**config.mk**
```make
export PLATFORM = sky130hd
export DESIGN_NAME = ball_dir_ctrl
export DESIGN_NICKNAME = d
export VERILOG_FILES = /design/src/rtl/ball_dir_ctrl.sv
export SDC_FILE = /design/constraint.sdc
export NUM_CORES = 1
export LEC_CHECK = 0
export CAP_MARGIN = 15
export CORE_ASPECT_RATIO = 0.8
export CORE_UTILIZATION = 53
export DETAILED_ROUTE_END_ITERATION = 8
export PLACE_DENSITY_LB_ADDON = 0.1
export SYNTH_ARGS = -nofsm -noshare
export SYNTH_HDL_FRONTEND = slang
export SYNTH_SLANG_ARGS = --single-unit
```
**constraint.sdc**
```tcl
create_clock -name clk -period 4 [get_ports clk]
set_clock_uncertainty 0.1 [all_clocks]
set_input_delay 1 -clock clk [delete_from_list [all_inputs] [get_ports clk]]
set_output_delay 1 -clock clk [all_outputs]
set_load 0.05 [all_outputs]
```
**src/rtl/ball_dir_ctrl.sv**
```systemverilog
// Pong game-logic stage: paces the ball mover from frame ticks, resolves wall/paddle
// collisions into the next 16-step compass direction, and keeps score.
module ball_dir_ctrl #(
  parameter int unsigned MOVE_DIV    = 1,
  parameter int unsigned PADDLE_LX   = 64,
  parameter int unsigned PADDLE_RX   = 2496,
  parameter int unsigned PADDLE_HH   = 128,
  parameter int unsigned HOLD_FRAMES = 60,
  parameter int unsigned WIN_SCORE   = 9
) (
  input  logic        clk,
  input  logic        rst,
  input  logic        frame_tick,
  input  logic        serve,
  input  logic [12:0] ball_x,
  input  logic [12:0] ball_y,
  input  logic [12:0] size,
  input  logic [12:0] pad_l_y,
  input  logic [12:0] pad_r_y,
  output logic [3:0]  direction,
  output logic        move,
  output logic        ball_rst,
  output logic [3:0]  score_l,
  output logic [3:0]  score_r,
  output logic        game_over
);

  typedef enum logic [1:0] {S_SERVE, S_PLAY, S_EVAL, S_SCORE} state_e;

  localparam logic [3:0]  DIV_LAST  = 4'(MOVE_DIV - 1);
  localparam logic [15:0] HOLD_LAST = 16'(HOLD_FRAMES - 1);
  localparam logic [3:0]  WIN       = 4'(WIN_SCORE);
  localparam logic [13:0] LX        = 14'(PADDLE_LX);
  localparam logic [13:0] RX        = 14'(PADDLE_RX);
  localparam logic [13:0] HH        = 14'(PADDLE_HH);
  localparam logic [13:0] HALF      = 14'(PADDLE_HH / 2);

  state_e      state_q, state_d;
  logic [3:0]  dir_q, dir_d;
  logic        move_q, move_d;
  logic        brst_q, brst_d;
  logic [3:0]  score_l_q, score_l_d;
  logic [3:0]  score_r_q, score_r_d;
  logic        over_q, over_d;
  logic [3:0]  div_q, div_d;
  logic [15:0] hold_q, hold_d;
  logic        loser_l_q, loser_l_d;
  logic        pend_q, pend_d;

  logic        tick_last, fire;
  logic [13:0] bx, by, sz, dl, dr, adl, adr;
  logic        leftward, rightward, left_hit, right_hit, miss_l, miss_r;
  logic        top_l, bot_l, top_r, bot_r, wall_top, wall_bot;
  logic [3:0]  mirror, pdir, ndir;

  assign tick_last = frame_tick && (div_q == DIV_LAST);
  // pend_q remembers a move period that completed while EVAL was busy
  assign fire      = pend_q || tick_last;

  always_comb begin
    bx        = {1'b0, ball_x};
    by        = {1'b0, ball_y};
    sz        = {1'b0, size};
    dl        = by - {1'b0, pad_l_y};
    dr        = by - {1'b0, pad_r_y};
    adl       = dl[13] ? (14'd0 - dl) : dl;
    adr       = dr[13] ? (14'd0 - dr) : dr;
    leftward  = dir_q >= 4'd9;
    rightward = (dir_q != 4'd0) && (dir_q <= 4'd7);
    left_hit  = leftward && (bx <= LX + sz) && (adl <= HH + sz);
    right_hit = rightward && (bx + sz >= RX) && (adr <= HH + sz);
    miss_l    = leftward && (bx == sz) && !left_hit;
    miss_r    = rightward && (bx + sz == 14'd2560) && !right_hit;
    top_l     = $signed(dl) < -$signed(HALF);
    bot_l     = $signed(dl) > $signed(HALF);
    top_r     = $signed(dr) < -$signed(HALF);
    bot_r     = $signed(dr) > $signed(HALF);
    mirror    = 4'd0 - dir_q;
    pdir      = dir_q;
    if (left_hit) begin
      pdir = top_l ? 4'd2 : (bot_l ? 4'd6 : mirror);
      if (pdir == 4'd0 || pdir == 4'd8) pdir = 4'd4;
    end else if (right_hit) begin
      pdir = top_r ? 4'd14 : (bot_r ? 4'd10 : mirror);
      if (pdir == 4'd0 || pdir == 4'd8) pdir = 4'd12;
    end
    // walls reflect the post-paddle direction so corner hits resolve in one pass
    wall_top = ((pdir >= 4'd13) || (pdir <= 4'd3)) && (by <= sz);
    wall_bot = (pdir >= 4'd5) && (pdir <= 4'd11) && (by + sz >= 14'd1920);
    ndir     = (wall_top || wall_bot) ? (4'd8 - pdir) : pdir;
  end

  always_ff @(posedge clk or negedge rst) begin
    if (!rst) begin
      state_q   <= S_SERVE;
      dir_q     <= 4'd5;
      move_q    <= 1'b0;
      brst_q    <= 1'b1;
      score_l_q <= '0;
      score_r_q <= '0;
      over_q    <= 1'b0;
      div_q     <= '0;
      hold_q    <= '0;
      loser_l_q <= 1'b0;
      pend_q    <= 1'b0;
    end else begin
      state_q   <= state_d;
      dir_q     <= dir_d;
      move_q    <= move_d;
      brst_q    <= brst_d;
      score_l_q <= score_l_d;
      score_r_q <= score_r_d;
      over_q    <= over_d;
      div_q     <= div_d;
      hold_q    <= hold_d;
      loser_l_q <= loser_l_d;
      pend_q    <= pend_d;
    end
  end

  always_comb begin
    state_d = state_q;
    unique case (state_q)
      S_SERVE: if (serve && !over_q) state_d = S_PLAY;
      S_PLAY:  if (fire) state_d = S_EVAL;
      S_EVAL:  state_d = (miss_l || miss_r) ? S_SCORE : S_PLAY;
      S_SCORE: if (frame_tick && hold_q == HOLD_LAST) state_d = S_SERVE;
      default: state_d = S_SERVE;
    endcase
  end

  always_comb begin
    dir_d     = dir_q;
    move_d    = 1'b0;
    brst_d    = 1'b0;
    score_l_d = score_l_q;
    score_r_d = score_r_q;
    div_d     = div_q;
    hold_d    = hold_q;
    loser_l_d = loser_l_q;
    pend_d    = pend_q;
    unique case (state_q)
      S_SERVE: begin
        dir_d  = loser_l_q ? 4'd11 : 4'd5;
        div_d  = '0;
        hold_d = '0;
        pend_d = 1'b0;
      end
      S_PLAY: begin
        if (frame_tick) div_d = tick_last ? 4'd0 : div_q + 4'd1;
        if (fire) begin
          move_d = 1'b1;
          pend_d = pend_q && tick_last;
        end
      end
      S_EVAL: begin
        if (frame_tick) begin
          div_d = tick_last ? 4'd0 : div_q + 4'd1;
          if (tick_last) pend_d = 1'b1;
        end
        if (miss_l || miss_r) begin
          brst_d = 1'b1;
          div_d  = '0;
          hold_d = '0;
          pend_d = 1'b0;
          if (miss_l) begin
            score_r_d = (score_r_q == 4'd15) ? 4'd15 : score_r_q + 4'd1;
            loser_l_d = 1'b1;
          end else begin
            score_l_d = (score_l_q == 4'd15) ? 4'd15 : score_l_q + 4'd1;
            loser_l_d = 1'b0;
          end
        end else begin
          dir_d = ndir;
        end
      end
      S_SCORE: begin
        if (frame_tick) hold_d = (hold_q == HOLD_LAST) ? 16'd0 : hold_q + 16'd1;
      end
      default: ;
    endcase
    over_d = over_q || (score_l_d == WIN) || (score_r_d == WIN);
  end

  assign direction = dir_q;
  assign move      = move_q;
  assign ball_rst  = brst_q;
  assign score_l   = score_l_q;
  assign score_r   = score_r_q;
  assign game_over = over_q;

endmodule

```
==> results of run 1 <==
[metrics by stage]
| step | hold WS, ns | setup WS [ns] |
|---|---|---|
| CTS | 0.385 | -1.97 |
| floorplan | 0.342 | -1.89 |
| global placement | 0.366 | -2.64 |
| detailed placement | 0.378 | -2.80 |
[per-layer routing]
metal / GRT usage [%] / GRT overflow
met1: 72.7 / 0
met2: 92.9 / 19
met4: 72.8 / 6
met3: 59.1 / 0
met5: 21.5 / 0
[cell families after synthesis]
| kind of cell | Yosys count | synth area share (%) |
|---|---|---|
| compound gates | 296 | 27.4 |
| mux | 7 | 1.00 |
| fa+ha+maj | 127 | 22.3 |
| xor+xnor | 53 | 6.41 |
| flops | 39 | 13.5 |
| simple gates | 330 | 23.7 |
| buf+inv | 98 | 5.61 |
[timing repair]
action | 4_1_cts
setup buffers | 34
pin swaps | 98
endpoints found under the setup margin | 37
gates resized for setup | 227
cloned | 2
==> summary.txt, run 1 <==
Yosys
  – Biggest area consumer among synthesized cells: sky130_fd_sc_hd__ha_1
  – Library cell with the highest instance count after synthesis: sky130_fd_sc_hd__ha_1
  – Most instantiated flip-flop cell in the synthesis netlist: sky130_fd_sc_hd__dfrtp_1
  – Cell area after technology mapping: 7240 µm²
  – Post-synthesis average cell area: approximately 7.6 µm²
  – Leading post-synthesis cells by instance count: 123 x sky130_fd_sc_hd__ha_1, 78 x sky130_fd_sc_hd__inv_1, 78 x sky130_fd_sc_hd__nor2_1
  – Share of the yosys chip area belonging to registers: 13.5%
  – Yosys warns: 0
  – Total nets after synthesis: 1,146
  – Async set-reset flop share out of synthesis: 100%
  – Proportion of netlist area held by the largest area contributor: 21.2%
  – Count of flip-flops with a built-in enable after synthesis: 0
  – Leading post-synthesis cells by cell area: sky130_fd_sc_hd__ha_1 21%, sky130_fd_sc_hd__dfrtp_1 12%, sky130_fd_sc_hd__xnor2_1 5.0%
  – Synth Instances: between 900 and 1,000
  – Cell variety after synth: 82
  – Number of synthesized register bits: 39

Timing
  – Type of pin the worst path ends at: sequential cell input
  – Endpoint pin with the least setup slack after global-route repair: direction[2]$_DFFE_PN1P_/D

Placement
  – Global placer's final weighted congestion: 0.946
  – Standard cell area after detailed placement: 10,700 µm²
  – Count of port buffers added during placement: 83
  – Sum of net half-perimeters after detailed placement: 20,700 µm
  – Post-Place Cells: 1,474

CTS
  – Clock Path Buffers: 2
  – H-tree depth: 2
  – Cts bufs inserted: 5
  – Root buffer cell: sky130_fd_sc_hd__clkbuf_16
  – Hold buffers post-CTS: 0
  – TritonCTS Sinks: 39

Run status
  – Error that halted the flow: [ERROR GRT-0232] Routing congestion too high. Check the congestion heatmap in the GUI.
  – Stopped at: global routing (5_1_grt)
  – Status: aborted with a tool error

Floorplanning
  – Count of standard-cell rows: 37
  – Initial core utilization: between 50% and 60%
  – DIE HEIGHT: 107 µm
  – I/O pin cnt: 84
  – Horizontal extent of the die: 133 µm

Global routing
  – Tot GR Track Use: between 70% and 80%
  – Gr ovfl total: 25
  – Largest net degree at the start of global routing: 40
==> run 2, diff against run 1 <==
--- a/config.mk
+++ b/config.mk
@@ -6,10 +6,9 @@
 export NUM_CORES = 1
 export LEC_CHECK = 0
 export CAP_MARGIN = 15
-export CORE_ASPECT_RATIO = 0.8
-export CORE_UTILIZATION = 53
+export CORE_UTILIZATION = 40
 export DETAILED_ROUTE_END_ITERATION = 8
-export PLACE_DENSITY_LB_ADDON = 0.1
+export PLACE_DENSITY_LB_ADDON = 0.15
 export SYNTH_ARGS = -nofsm -noshare
 export SYNTH_HDL_FRONTEND = slang
 export SYNTH_SLANG_ARGS = --single-unit
==> constraint.sdc (replaced) <==
create_clock -name clk -period 5.2 [get_ports clk]
set_clock_uncertainty 0.1 [all_clocks]
set_input_delay 1.3 -clock clk [delete_from_list [all_inputs] [get_ports clk]]
set_output_delay 1.3 -clock clk [all_outputs]
set_load 0.05 [all_outputs]
==> summary.txt, run 2 <==
Yosys
  – Simple logic cell fraction of the synthesized area: 23.7% (unchanged)
  – Main combinational cell family by area after synthesis: compound AO/OA/AOI/OAI gates (unchanged)
  – Complex-gate fraction of the synthesized area: 27.4% (unchanged)
  – Total nets after synthesis: 1,146 (unchanged)
  – Yosys warns: 0 (unchanged)
  – Most instantiated flip-flop cell in the synthesis netlist: sky130_fd_sc_hd__dfrtp_1 (unchanged)
  – Synth Instances: 950 (unchanged)
  – Leading post-synthesis cells by cell area: sky130_fd_sc_hd__ha_1 21%, sky130_fd_sc_hd__dfrtp_1 12%, sky130_fd_sc_hd__xnor2_1 5.0% (unchanged)
  – Proportion of netlist area held by the largest area contributor: 21.2% (unchanged)
  – Share of the yosys chip area belonging to registers: 13.5% (unchanged)
  – Leading post-synthesis cells by instance count: 123 x sky130_fd_sc_hd__ha_1, 78 x sky130_fd_sc_hd__inv_1, 78 x sky130_fd_sc_hd__nor2_1 (unchanged)
  – Cell area after technology mapping: 7240 µm² (unchanged)
  – Xor/xnor cell area share of the yosys netlist: 6.41% (unchanged)
  – Cell variety after synth: 82 (unchanged)
  – Mux share of post-synthesis cell area: 1.00% (unchanged)
  – Async set-reset flop share out of synthesis: 100% (unchanged)
  – Number of synthesized register bits: 39 (unchanged)
  – Biggest area consumer among synthesized cells: sky130_fd_sc_hd__ha_1 (unchanged)
  – Count of flip-flops with a built-in enable after synthesis: 0 (unchanged)
  – Post-synthesis average cell area: 7.63 µm² (unchanged)
  – Library cell with the highest instance count after synthesis: sky130_fd_sc_hd__ha_1 (unchanged)
  – Share of synthesized cell area in full adder, half adder and majority cells: 22.3% (unchanged)

CTS
  – H-tree depth: 2 (unchanged)
  – Clock Path Buffers: 2 (unchanged)
  – TritonCTS Sinks: 39 (unchanged)
  – Root buffer cell: sky130_fd_sc_hd__clkbuf_16 (unchanged)
  – Clk pin slew, worst setup/hold paths: around 0.060 ns
  – Clock latency of the later-clocked register in the worst-skew pair: 0.29 ns
  – CTS tree: built
  – Cts bufs inserted: 5 (unchanged)

Setup path
  – Data arrival, critical path: 6.50 ns
  – Data required, critical path: 5.32 ns
  – Cell type with the highest occurrence count on the critical path: sky130_fd_sc_hd__buf_4
  – Flop-to-flop setup slack: 1.20 ns
  – Worst path max stage delay: between 0.4 and 0.5 ns
  – Kind of end point of the critical path: flip-flop
  – Highest fanout seen on the critical path: 5
  – Worst setup path category: primary input to flip-flop
  – Critical Path Start Type: primary input
  – CP max stage cell: sky130_fd_sc_hd__or4b_1

Floorplanning
  – DIE HEIGHT: 137 µm (was 107 µm)
  – Initial core utilization: 41.5% (was 55.3%)
  – Die ar.: about 19,000 µm²
  – Horizontal extent of the die: 137 µm (was 133 µm)
  – Count of standard-cell rows: 48 (was 37)
  – I/O pin cnt: 84 (unchanged)
  – Core Region: 17,500 µm²

Placement
  – Standard cell area after detailed placement: 10,500 µm² (was 10,700 µm²)
  – Global placer's final weighted congestion: 0.899 (was 0.946)
  – Worst slack, placed: -1.87 ns (was -2.80 ns)
  – Sum of net half-perimeters after detailed placement: 19,400 µm (was 20,700 µm)
  – Post-Place Cells: 1,495 (was 1,474)
  – Count of port buffers added during placement: 83 (unchanged)

Global routing
  – Antenna violations before repair: 0
  – Largest net degree at the start of global routing: 40
  – Wire length of the first global-routing pass: between 30,000 and 40,000 µm
  – Tot GR Track Use: 26.8%
  – Vias in the first global route: 8,446
  – Gr ovfl total: 0

Timing
  – Period utilisation layout: 123%
  – Worst-Margin Slew: around 1.3 ns
  – Finish-stage setup viols: 37
  – Number of max-slew violations in the final report: 0
  – Final hold violation count: 0
  – Max Clock Freq: 0.157 GHz
  – Final period demand of the worst path: approximately 6.4 ns
  – Final Worst Setup Slack: -1.17 ns
  – Headroom to the max-slew limit: 14.0%
  – Unrepaired setup endpoints after global routing: yes

Detailed routing
  – Number of DRC markers after the initial detailed-route iteration: 398
  – Mean routed wirelength per cell: 16.2 µm
  – Detail-routed via count per cell: 5.49
  – Count of TritonRoute iterations in the first routing pass: 4
  – Antenna violation net count after detailed routing: 0
  – DRC: 0
  – Detailed Route WL: approximately 25,000 µm
  – DR vias: 8,528

Finish
  – Leading cell type in the layout, fill and taps excluded: sky130_fd_sc_hd__buf_4
  – Number of filler instances in the final layout: 1,436
  – Area growth, synth to finish: 63.5%
  – Largest register FFs: 16
  – Register name with the most flops: hold_q
  – Final #Nets: 1,524
  – Commonest cells after routing, fill and taps aside: 275 x sky130_fd_sc_hd__buf_4, 102 x sky130_fd_sc_hd__ha_1, 68 x sky130_fd_sc_hd__nor2_1
  – Utilization after layout: just under 70%
  – Final cell area excluding filler cells: around 12,000 µm²
  – Post-route non-filler standard cell count: 1,554
  – Share of post-route cells with drive strength above 1: 37.8%
  – Final antenna diode count: 0

Power
  – Power density over the cells: roughly 280 nW/µm²
  – LEAKAGE: around 5.6 nW
  – Peak supply drop: 0.236 mV

Run status
  – Status: finished with violations (was aborted with a tool error)
  – Failing checks: setup timing

Run
  – Max-cap violations: 0

Worst hold path
  – Classification of the worst-slack hold path: flip-flop to flip-flop
[run 2: cell counts after synthesis]
No cell type changed its count.
[run 2: cell families (layout without fill, tap and decap cells)]
group,after synthesis,in the layout
XOR/XNOR,53,53
AO/OA/AOI/OAI,296,296
flip-flops,39,39
multiplexers,7,7
buffers and inverters,98,477
AND/OR/NAND/NOR,330,330
adder cells (fa/ha/maj),127,127
[run 2: layer usage]
| layer | vias to the layer above | wire length [µm] | global-route usage [%] | part of all wire, % |
|---|---|---|---|---|
| li1 | 4270 | - | - | - |
| met2 | 196 | 11800 | 46.1 | 47 |
| met1 | 4032 | 12100 | 35.8 | 48 |
| met3 | 30 | 943 | 3.11 | 3.7 |
| met4 | 0 | 469 | 5.37 | 1.9 |
| met5 | - | 0 | 0 | 0 |
[run 2: repair_timing]
item	4_1_cts	5_1_grt
pin swaps	59	71
cloned	1	1
hold buffers	0	0
resized for setup	175	94
setup endpoints to repair	37	37
endpoints found under the hold margin	0	0
buffers inserted	29	27
[run 2: final timing paths]
| check | startpoint | depth (start not counted) | endpoint |
|---|---|---|---|
| max | ball_y[2] | 30 | direction[2] |
| min | hold_q[15] | 1 | hold_q[15] |
| max reg2reg | direction[1] | 17 | direction[2] |
| min reg2reg | hold_q[15] | 1 | hold_q[15] |
| max in group asynchronous | rst | 1 | score_l[1] |
| min in group asynchronous | rst | 1 | hold_q[11] |
[run 2: cell type report]
| type | instances | area, µm² | area share [%] |
|---|---|---|---|
| Clock buffer | 5 | 125 | 1.06 |
| Multi-Input combinational cell | 813 | 6850 | 57.8 |
| Clock inverter | 3 | 43.8 | 0.370 |
| Inverter | 78 | 318 | 2.68 |
| Timing Repair Buffer | 391 | 3250 | 27.4 |
| Tap cell | 225 | 282 | 2.38 |
| Sequential cell | 39 | 980 | 8.27 |
[run 2: through the flow]
step	power [W]	hold slack, ns	TNS, ns
finish	0.00326	0.375	-30.53
CTS	0.00300	0.382	-25.63
global route	0.00349	0.390	-37.40
detailed placement	0.00244	0.367	-52.84
global placement	0.00241	0.364	-50.76
floorplan	0.00169	0.342	-14.45
[run 2: power by group]
| part | internal (W) | leakage [nW] | total, W | switching (W) |
|---|---|---|---|---|
| registers | 0.000349 | 0.526 | 0.000418 | 0.0000695 |
| clock network | 0.000226 | 0.0838 | 0.000359 | 0.000132 |
| logic | 0.00125 | 5.03 | 0.00248 | 0.00123 |
| total | 0.00183 | 5.64 | 0.00326 | 0.00143 |
[run 2: critical path, delay by kind of cell]
kind | cells | cell delay (ns)
and+or+nand+nor | 7 | 1.00
xor gates and xnor gates | 1 | 0.07
buffers and inverters | 11 | 1.58
adders and majority gates | 3 | 0.80
AOI/OAI and AO/OA | 8 | 1.74
(Power assumes the default switching activity.)
==> run 3, diff against run 2 <==
--- a/config.mk
+++ b/config.mk
@@ -9,6 +9,7 @@
 export CORE_UTILIZATION = 40
 export DETAILED_ROUTE_END_ITERATION = 8
 export PLACE_DENSITY_LB_ADDON = 0.15
+export SLEW_MARGIN = 10
 export SYNTH_ARGS = -nofsm -noshare
 export SYNTH_HDL_FRONTEND = slang
 export SYNTH_SLANG_ARGS = --single-unit
==> results of run 3 <==
Same layout as run 2: the final DEF is identical, and so are final timing and power.
==> run 4, diff against run 3 <==
--- a/config.mk
+++ b/config.mk
@@ -9,7 +9,7 @@
 export CORE_UTILIZATION = 40
 export DETAILED_ROUTE_END_ITERATION = 8
 export PLACE_DENSITY_LB_ADDON = 0.15
-export SLEW_MARGIN = 10
+export SLEW_MARGIN = 20
 export SYNTH_ARGS = -nofsm -noshare
 export SYNTH_HDL_FRONTEND = slang
 export SYNTH_SLANG_ARGS = --single-unit
==> summary.txt, run 4 (synthesis results as in run 2) <==
Run status
  – Status: finished with violations (unchanged)
  – Failing checks: setup timing (unchanged)

Power
  – Peak supply drop: 0.235 mV (was 0.236 mV)
  – LEAKAGE: 5.64 nW (about the same)
  – Power density over the cells: 275 nW/µm² (about the same)

CTS
  – Root buffer cell: sky130_fd_sc_hd__clkbuf_16 (unchanged)
  – H-tree depth: 2 (unchanged)
  – Clock Path Buffers: 2 (unchanged)
  – Clk pin slew, worst setup/hold paths: 0.06 ns (about the same)
  – Clock latency of the later-clocked register in the worst-skew pair: 0.29 ns (about the same)
  – CTS tree: built (unchanged)
  – Cts bufs inserted: 5 (unchanged)
  – TritonCTS Sinks: 39 (unchanged)

Floorplanning
  – Core Region: 17,500 µm² (unchanged)
  – Initial core utilization: 41.5% (unchanged)
  – Count of standard-cell rows: 48 (unchanged)
  – Horizontal extent of the die: 137 µm (unchanged)
  – I/O pin cnt: 84 (unchanged)
  – Die ar.: 18,700 µm² (unchanged)
  – DIE HEIGHT: 137 µm (unchanged)

Detailed routing
  – Mean routed wirelength per cell: 16.2 µm (about the same)
  – DR vias: 8,560 (was 8,528)
  – Detail-routed via count per cell: 5.51 (was 5.49)
  – DRC: 0 (unchanged)
  – Detailed Route WL: 25,200 µm (about the same)
  – Number of DRC markers after the initial detailed-route iteration: 393 (was 398)
  – Antenna violation net count after detailed routing: 0 (unchanged)
  – Count of TritonRoute iterations in the first routing pass: 4 (unchanged)

Setup path
  – Data arrival, critical path: 6.50 ns (about the same)
  – Cell type with the highest occurrence count on the critical path: sky130_fd_sc_hd__buf_4 (unchanged)
  – Count of cells along the worst register-to-register path: 17 (unchanged)
  – Data required, critical path: 5.32 ns (about the same)
  – CP max stage cell: sky130_fd_sc_hd__or4b_1 (unchanged)
  – Critical Path Start Type: primary input (unchanged)
  – Highest fanout seen on the critical path: 5 (unchanged)
  – Kind of end point of the critical path: flip-flop (unchanged)
  – Worst path max stage delay: 0.48 ns (about the same)
  – Worst setup path category: primary input to flip-flop (unchanged)

Global routing
  – Antenna violations before repair: 0 (unchanged)
  – Vias in the first global route: 8,446 (unchanged)
  – M1 GR Usage: 35.8% (unchanged)
  – Met2 capacity usage during global routing: 46.1% (unchanged)
  – Wire length of the first global-routing pass: 39,900 µm (unchanged)
  – Met3 GRT Util: 3.11% (unchanged)
  – Largest net degree at the start of global routing: 40 (unchanged)
  – Tot GR Track Use: 26.8% (unchanged)
  – Global routing's busiest layer: met2 (unchanged)
  – Gr ovfl total: 0 (unchanged)

Finish
  – Final antenna diode count: 0 (unchanged)
  – Number of filler instances in the final layout: 1,437 (was 1,436)
  – Final #Nets: 1,524 (unchanged)
  – Commonest cells after routing, fill and taps aside: 275 x sky130_fd_sc_hd__buf_4, 102 x sky130_fd_sc_hd__ha_1, 68 x sky130_fd_sc_hd__nor2_1 (unchanged)
  – Share of post-route cells with drive strength above 1: 37.8% (about the same)
  – Register name with the most flops: hold_q (unchanged)
  – Post-route non-filler standard cell count: 1,554 (unchanged)
  – Largest register FFs: 16 (unchanged)
  – Area growth, synth to finish: 63.6% (was 63.5%)
  – Footprint of the multi-input gates: 6850 µm² (about the same)
  – Final cell area excluding filler cells: 11,900 µm² (was 11,800 µm²)
  – Leading cell type in the layout, fill and taps excluded: sky130_fd_sc_hd__buf_4 (unchanged)
  – Area taken by flip-flops and latches: 980 µm² (unchanged)

Worst hold path
  – Classification of the worst-slack hold path: flip-flop to flip-flop (unchanged)
  – Worst hold path stage count: 1 (unchanged)

Timing
  – Final hold violation count: 0 (unchanged)
  – Period utilisation layout: 123% (about the same)
  – Unrepaired setup endpoints after global routing: yes (unchanged)
  – Worst-Margin Slew: 0.870 ns (was 1.27 ns)
  – Max Clock Freq: 0.157 GHz (about the same)
  – Final Worst Setup Slack: -1.18 ns (was -1.17 ns)
  – Number of max-slew violations in the final report: 0 (unchanged)
  – Final period demand of the worst path: 6.38 ns (was 6.37 ns)
  – Finish-stage setup viols: 37 (unchanged)
  – Headroom to the max-slew limit: 42.0% (was 14.0%)

Placement
  – Standard cell area after detailed placement: 10,500 µm² (unchanged)
  – Global placer's final weighted congestion: 0.899 (unchanged)
  – Sum of net half-perimeters after detailed placement: 19,400 µm (unchanged)
  – Post-Place Cells: 1,495 (unchanged)
  – Count of port buffers added during placement: 83 (unchanged)

Run
  – Max-cap violations: 0 (unchanged)
## run 4: cell types whose count changed in the layout (fill, tap and decap cells not counted)
cell / delta
sky130_fd_sc_hd__nor4bb_1: -1
sky130_fd_sc_hd__nor4bb_2: +1
## run 4: metrics by stage
stage               hold slack [ns]  TNS (ns)  utilization [%]  total power (W)  setup WS (ns)
finish                        0.375    -30.64             67.8          0.00326          -1.18
global route                  0.390    -37.35             67.8          0.00349          -1.34
CTS                           0.382    -25.63             65.1          0.00300          -1.15
detailed placement            0.367    -52.84             60.1          0.00244          -1.87
global placement              0.364    -50.76             60.1          0.00241          -1.76
floorplan                     0.342    -14.45                -          0.00169         -0.986
## run 4: worst paths after layout
check	startpoint	to	slack, ns
hold / removal	hold_q[15]	hold_q[15]	0.38
hold reg to reg	hold_q[15]	hold_q[15]	0.38
max in group asynchronous	rst	score_l[1]	3.42
min in group asynchronous	rst	hold_q[11]	1.01
setup reg to reg	direction[1]	direction[2]	1.20
setup / recovery	ball_y[2]	direction[2]	-1.18
## run 4: layout make-up
cell class	count	area share, %
Multi-Input combinational cell	813	57.8
Timing Repair Buffer	391	27.4
Sequential cell	39	8.27
Inverter	78	2.68
Tap cell	225	2.38
Clock buffer	5	1.06
Clock inverter	3	0.370
## run 4: report_power, final
group / switching [W] / internal (W)
clock: 0.000133 / 0.000226
combinational: 0.00123 / 0.00125
sequential: 0.0000695 / 0.000349
## run 4: timing repair
action                                  4_1_cts  5_1_grt
pin swaps                                    59       71
endpoints found under the setup margin       37       37
resized for setup                           175       94
hold buffers                                  0        0
buffers inserted                             29       27
cloned                                        1        1
## run 4: per-layer routing
metal / wire [µm] / share of wire, %
met4: 469 / 1.9
met5: 0 / 0
met1: 12100 / 48
met3: 915 / 3.6
met2: 11800 / 47
## run 4: critical path: cells and delay by family
family	cells	cell delay, ns
compound gates	8	1.74
buf+inv	11	1.58
simple gates	7	1.00
fa+ha+maj	3	0.80
xor+xnor	1	0.07
